File: src/rtl/mem_access_unit.sv
// MEM-stage data-memory access unit: byte/half/word loads and stores over a req/ack port.
// Optional `MEM_ACCESS_MISALIGN_TRAP_EN` traps misaligned accesses instead of issuing them.
module mem_access_unit #(
    parameter int unsigned TIMEOUT_CYCLES = 64
) (
    input  logic        Clk,
    input  logic        Reset,
    input  logic        MemRead_MEM,
    input  logic        MemWrite_MEM,
    input  logic [1:0]  Mem_Size_MEM,
    input  logic        Mem_Unsigned_MEM,
    input  logic [31:0] ALU_Result_MEM,
    input  logic [31:0] Write_Data_MEM,
    output logic [31:0] Read_Data_MEM,
    output logic        Mem_Stall,
    output logic        Mem_Fault,
    output logic        Dmem_Req,
    output logic        Dmem_We,
    output logic [31:0] Dmem_Addr,
    output logic [31:0] Dmem_Wdata,
    output logic [3:0]  Dmem_Be,
    input  logic [31:0] Dmem_Rdata,
    input  logic        Dmem_Ack
);

    typedef enum logic [1:0] {StIdle, StWait, StDone} state_e;

    localparam logic [7:0] TimeoutLast = 8'(TIMEOUT_CYCLES - 1);

    state_e      state_q, state_d;
    logic [7:0]  count_q, count_d;
    logic [31:0] rdata_q, rdata_d;
    logic        fault_q, fault_d;

    logic        access;
    logic        is_store;
    logic        is_load;
    logic        misalign;
    logic        timeout;
    logic        req;
    logic        stall;
    logic [1:0]  a;
    logic [7:0]  load_byte;
    logic [15:0] load_half;
    logic [31:0] load_val;

    assign a        = ALU_Result_MEM[1:0];
    assign access   = MemRead_MEM | MemWrite_MEM;
    assign is_store = MemWrite_MEM;
    assign is_load  = MemRead_MEM & ~MemWrite_MEM;
    assign timeout  = (count_q == TimeoutLast);

`ifdef MEM_ACCESS_MISALIGN_TRAP_EN
    always_comb begin
        unique case (Mem_Size_MEM)
            2'b00:   misalign = 1'b0;
            2'b01:   misalign = a[0];
            default: misalign = |a;
        endcase
    end
`else
    assign misalign = 1'b0;
`endif

    // Store lane steering; loads always fetch the whole word.
    always_comb begin
        Dmem_Be    = 4'b1111;
        Dmem_Wdata = Write_Data_MEM;
        if (is_store) begin
            unique case (Mem_Size_MEM)
                2'b00: begin
                    Dmem_Be    = 4'b0001 << a;
                    Dmem_Wdata = {4{Write_Data_MEM[7:0]}};
                end
                2'b01: begin
                    Dmem_Be    = a[1] ? 4'b1100 : 4'b0011;
                    Dmem_Wdata = {2{Write_Data_MEM[15:0]}};
                end
                default: begin
                    Dmem_Be    = 4'b1111;
                    Dmem_Wdata = Write_Data_MEM;
                end
            endcase
        end
    end

    assign Dmem_Addr = {ALU_Result_MEM[31:2], 2'b00};

    // Load lane extraction and extension from the returned word.
    always_comb begin
        load_byte = Dmem_Rdata[8*a +: 8];
        load_half = a[1] ? Dmem_Rdata[31:16] : Dmem_Rdata[15:0];
        unique case (Mem_Size_MEM)
            2'b00:   load_val = {{24{~Mem_Unsigned_MEM & load_byte[7]}}, load_byte};
            2'b01:   load_val = {{16{~Mem_Unsigned_MEM & load_half[15]}}, load_half};
            default: load_val = Dmem_Rdata;
        endcase
    end

    always_comb begin
        state_d = state_q;
        count_d = count_q;
        rdata_d = rdata_q;
        fault_d = 1'b0;
        req     = 1'b0;
        stall   = 1'b0;
        unique case (state_q)
            StIdle: begin
                if (access) begin
                    stall = 1'b1;
                    if (misalign) begin
                        state_d = StDone;
                        fault_d = 1'b1;
                        if (is_load) rdata_d = 32'h0;
                    end else begin
                        req     = 1'b1;
                        state_d = StWait;
                        count_d = 8'd0;
                    end
                end
            end
            StWait: begin
                stall = 1'b1;
                req   = 1'b1;
                // An ack arriving on the timeout cycle still completes the access.
                if (Dmem_Ack) begin
                    state_d = StDone;
                    if (is_load) rdata_d = load_val;
                end else if (timeout) begin
                    state_d = StDone;
                    fault_d = 1'b1;
                    if (is_load) rdata_d = 32'h0;
                end else begin
                    count_d = count_q + 8'd1;
                end
            end
            StDone: begin
                state_d = StIdle;
            end
            default: begin
                state_d = StIdle;
            end
        endcase
    end

    always_ff @(posedge Clk or posedge Reset) begin
        if (Reset) begin
            state_q <= StIdle;
            count_q <= 8'd0;
            rdata_q <= 32'h0;
            fault_q <= 1'b0;
        end else begin
            state_q <= state_d;
            count_q <= count_d;
            rdata_q <= rdata_d;
            fault_q <= fault_d;
        end
    end

    // Reset gates the handshake combinationally so an in-flight request drops at once.
    assign Dmem_Req      = req & ~Reset;
    assign Mem_Stall     = stall & ~Reset;
    assign Dmem_We       = Dmem_Req & is_store;
    assign Read_Data_MEM = rdata_q;
    assign Mem_Fault     = fault_q;

endmodule

File: config.mk
export PLATFORM = sky130hd
export DESIGN_NAME = mem_access_unit
export DESIGN_NICKNAME = d
export VERILOG_FILES = /design/src/rtl/mem_access_unit.sv
export SDC_FILE = /design/constraint.sdc
export NUM_CORES = 1
export LEC_CHECK = 0
export CELL_PAD_IN_SITES_DETAIL_PLACEMENT = 0
export CELL_PAD_IN_SITES_GLOBAL_PLACEMENT = 2
export CORE_MARGIN = 4
export CORE_UTILIZATION = 21
export DETAILED_ROUTE_END_ITERATION = 16
export PLACE_DENSITY_LB_ADDON = 0.1
export SYNTH_ARGS = -nofsm -noshare
export SYNTH_HDL_FRONTEND = slang
export SYNTH_SLANG_ARGS = --single-unit
File: constraint.sdc
create_clock -name Clk -period 3.2 [get_ports Clk]
set_clock_uncertainty 0.05 [all_clocks]
set_input_delay 0.48 -clock Clk [delete_from_list [all_inputs] [get_ports Clk]]
set_output_delay 0.48 -clock Clk [all_outputs]
set_load 0.01 [all_outputs]
==> out/qor_table.md <==
| Metric | Value |
|:---|:---|
| Run status | finished clean |
| Post-CTS Repair Setup Buffers | 0 |
| Number of cell rows | 43 |
| Count of fill cells added during filler insertion | 1,527 |
| DR vias/cell | 4.702 |
| Wire length of the first global-routing pass | 17.51 mm |
| Arrival time at the worst endpoint | 2.35 ns |
| Crit path max-delay family | buffers and inverters |
| Total vias in the final route | 2,892 |
| Sink count of the clock tree | 43 |
| Worst setup timing slack at the placement stage | 0.2815 ns |
| Final Hold Violating Endpoints | 0 |
| Worst ir drop on vdd | 0.2584 mV |
| Critical Path, Cell by Cell | clkdlybuf4s50_1, inv_1, nand2_1, nor2_2, mux2_2, clkdlybuf4s50_1 |
| Clock tree root buffer cell | clkbuf_16 |
| Number of remaining DRC errors | 0 |
| Post-Syn Instances | 328 |
| All-Layer GR Usage | 13.66% |
| Clock slew at reported path FFs | 0.06 ns |
| Share of synthesized cell area in and, or, nand and nor gates | 17.21% |
| Relative slew slack | 44.75% |
| Critical Path Most Common Cell | clkdlybuf4s50_1 |
| Terminating pin of the worst hold path | Read_Data_MEM[5] |
| Clock tree from TritonCTS | built |
| Depth of the worst register-to-register path | 5 |
| # hold bufs at CTS | 0 |
| Critical-path top delay cell | clkdlybuf4s50_1 |
| Half-perimeter wire length of the detailed placement result | 8.860 mm |
| Transition time at the pin with the least slew margin | 0.8287 ns |
| Insertion delay of the later-clocked pin in the worst-skew pair | 0.29 ns |
| Count of flip-flops with a built-in enable after synthesis | 0 |
| Required time of the critical path | 2.67 ns |
| Endpoint of the worst-slack reg-to-reg timing path | count_q[3] |
| Library cells used by synthesis | 52 |
| Crit path time final | 2.883 ns |
| Worst Path Buf+Inv | 3 |
| Main combinational cell family by area after synthesis | compound AO/OA/AOI/OAI gates |
| Initial core utilization | 21.82% |
| DIE HEIGHT | 129.0 um |
| Hold Path Stages | 1 |
| Final Setup Violations | 0 |
| Synth Area in Compound Gates | 22.95% |
| Vias in the first global route | 2,990 |
| Cell types with the largest area share after synthesis | dfrtp_1 35%, buf_4 10%, a22o_1 7.1% |
| Final-layout worst hold slack | 0.4403 ns |
| Number of primary I/O pins | 208 |
| Full die area | 16,640 sq um |
| Routability Congestion | 0.7284 |
| Total power | 2528 uW |
| Post-route fraction of the period consumed by the critical path | 90.08% |
| Critical path class | primary input to primary output |
| Xor/xnor cell area share of the yosys netlist | 0% |
| Largest driver fanout on the critical path | 8 |
| Worst Setup Slack, final | 0.3173 ns |
| Reported leakage power | 0.001851 uW |
| Slew Limit Fails | 0 |
| Final TNS setup | 0 ns |
| Die Width | 129.0 um |
| Max-Cap Viols | 0 |
| Maximum cell stage delay along the critical path | 0.48 ns |
| Number of instances resized during post-cts repair | 0 |
| Top_reg_cell synth | dfrtp_1 |
| Number of storage elements in the synthesis netlist | 43 |
| Port Buffers | 145 |
| H-tree level count | 2 |
| Largest net degree at the start of global routing | 44 |
| Area of the core | 14,100 sq um |
| Library cell occupying the most area in the post-synthesis netlist | dfrtp_1 |
| Source of the worst hold timing path | Read_Data_MEM[5] |
| First-iteration detailed-routing DRC count | 204 |
| Kind of end point of the critical path | primary output |
| Synthesized cell area | 3075 sq um |
| Share of cell area taken by muxes after synthesis | 10.54% |
| Share of the synthesized area in the top cell type | 34.99% |
| RSZ-0062 raised after global routing | false |
| Grt ovf | 0 |
| Number of nets in the finished design | 539 |
| Diode count | 0 |
| Kind of launch point of the worst setup path | primary input |
| Length of the first detailed-routing pass in iterations | 7 |
| Class of the most critical hold timing path | flip-flop to flip-flop |
| Peak Freq | 0.3469 GHz |
| Ys Warns | 0 |
| Post-route ant nets | 0 |
| Aggregate routed wire length | 11.57 mm |
| Share of cells above drive strength 1 | 10.80% |
| Setup slack of the worst register-to-register path | 1.20 ns |
| Area growth from synthesis to final layout | 49.84% |
| Maximum clock insertion buffer count | 2 |
| Wire length per cell after detailed routing | 18.81 um |
| Final Core Density | 32.69% |
| FFs w/ async S/R, synth | 100.0% |
| Initial antenna violation count | 0 |
| Worst reg2reg startpoint | count_q[0] |
| Cts bufs inserted | 5 |
| Portion of the post-synthesis area used by sequential elements | 34.99% |
| Post-synthesis adder-cell area fraction | 0.4068% |
| Average instance area after synthesis | 9.376 sq um |
| Pwr Density | 548.5 nW/um^2 |
[how the worst max path moves through the flow]
stage | from | to | depth (start not counted)
5_1_grt | Mem_Size_MEM[1] | Dmem_Wdata[15] | 6
4_1_cts | Mem_Size_MEM[1] | Dmem_Wdata[8] | 6
3_3_place_gp | Mem_Size_MEM[1] | Dmem_Wdata[8] | 6
2_1_floorplan | Reset | Dmem_We | 2
3_5_place_dp | Mem_Size_MEM[1] | Dmem_Wdata[14] | 6
6_report | Mem_Size_MEM[1] | Dmem_Wdata[8] | 6
[metal layers]
metal	part of all wire, %	vias up	global-route usage (%)
met3	6.7	16	5.359
met1	43	1405	17.71
met5	0	-	0
li1	-	1375	-
met4	1.0	0	2.965
met2	50	96	21.65
[logic make-up after synthesis]
kind of cell / after synthesis
and+or+nand+nor: 100
AOI/OAI and AO/OA: 86
buffers and inverters: 67
DFF: 43
muxes: 30
adders and majority gates: 1
other: 1
[sequential cells by signal, indices dropped and copies added (netlist names)]
signal	cells
state_q	2
count_q	8
Read_Data_MEM	32
Mem_Fault	1
[power breakdown]
part	leakage, uW	internal [uW]	switching (uW)
sequential	0.000557	745	145
clock	0.0000669	289	226
combinational	0.00123	677	446
[Yosys cell counts, types with 2 or more instances]
library cell  number
a22o_1            25
nor2b_1            3
nand3_1            3
buf_4             42
nand4_1            3
a22oi_1            2
nor2_1            19
a222oi_1           7
buf_2              6
o31ai_1            2
o21ai_0            6
mux2i_1           11
o2bb2ai_1         14
clkbuf_1           8
a21oi_1           11
mux2_2            18
nand2_1           32
dfrtp_1           43
nor3b_1            2
buf_1              2
a21boi_1           2
and3_1             2
nor3_1             2
or4_1              2
inv_1              7
nand2b_1          21
a221oi_1           8
[placed cells by master (no fill, tap or decap), drive strengths merged, types with 2 or more instances in the layout]
| cell | n |
|---|---|
| o31ai | 2 |
| or4 | 2 |
| nand2b | 21 |
| clkinv | 3 |
| a21oi | 11 |
| nand2 | 33 |
| a222oi | 7 |
| and3 | 2 |
| mux2 | 19 |
| a21boi | 2 |
| nor4b | 2 |
| nand4 | 3 |
| o21ai | 8 |
| conb | 2 |
| nand3 | 3 |
| or2 | 2 |
| a221oi | 9 |
| nor3 | 2 |
| mux2i | 11 |
| clkbuf | 6 |
| buf | 12 |
| inv | 6 |
| nor2 | 20 |
| a22o | 26 |
| clkdlybuf4s50 | 145 |
| a22oi | 2 |
| nor2b | 3 |
| dfrtp | 43 |
| o2bb2ai | 14 |
| nor3b | 2 |
[layout make-up]
cell class | instances | area, sq um | share of cell area, %
multi-input combinational | 219 | 1582 | 34.32
inverter | 8 | 30.03 | 0.6516
sequential | 43 | 1076 | 23.35
timing repair buffer | 157 | 1554 | 33.72
clock inverter | 2 | 12.51 | 0.2715
tap | 180 | 225.2 | 4.887
clock buffer | 6 | 128.9 | 2.797
[stage by stage]
| step | instance area, sq um | instances |
|---|---|---|
| 6_report | 4608 | 615 |
| 5_1_grt | 4608 | 615 |
| 4_1_cts | 4608 | 615 |
| 3_5_place_dp | 4467 | 607 |
| 3_3_place_gp | 4467 | 607 |
| 2_1_floorplan | 3079 | 329 |
No activity file was read; power rests on OpenSTA's default activity.
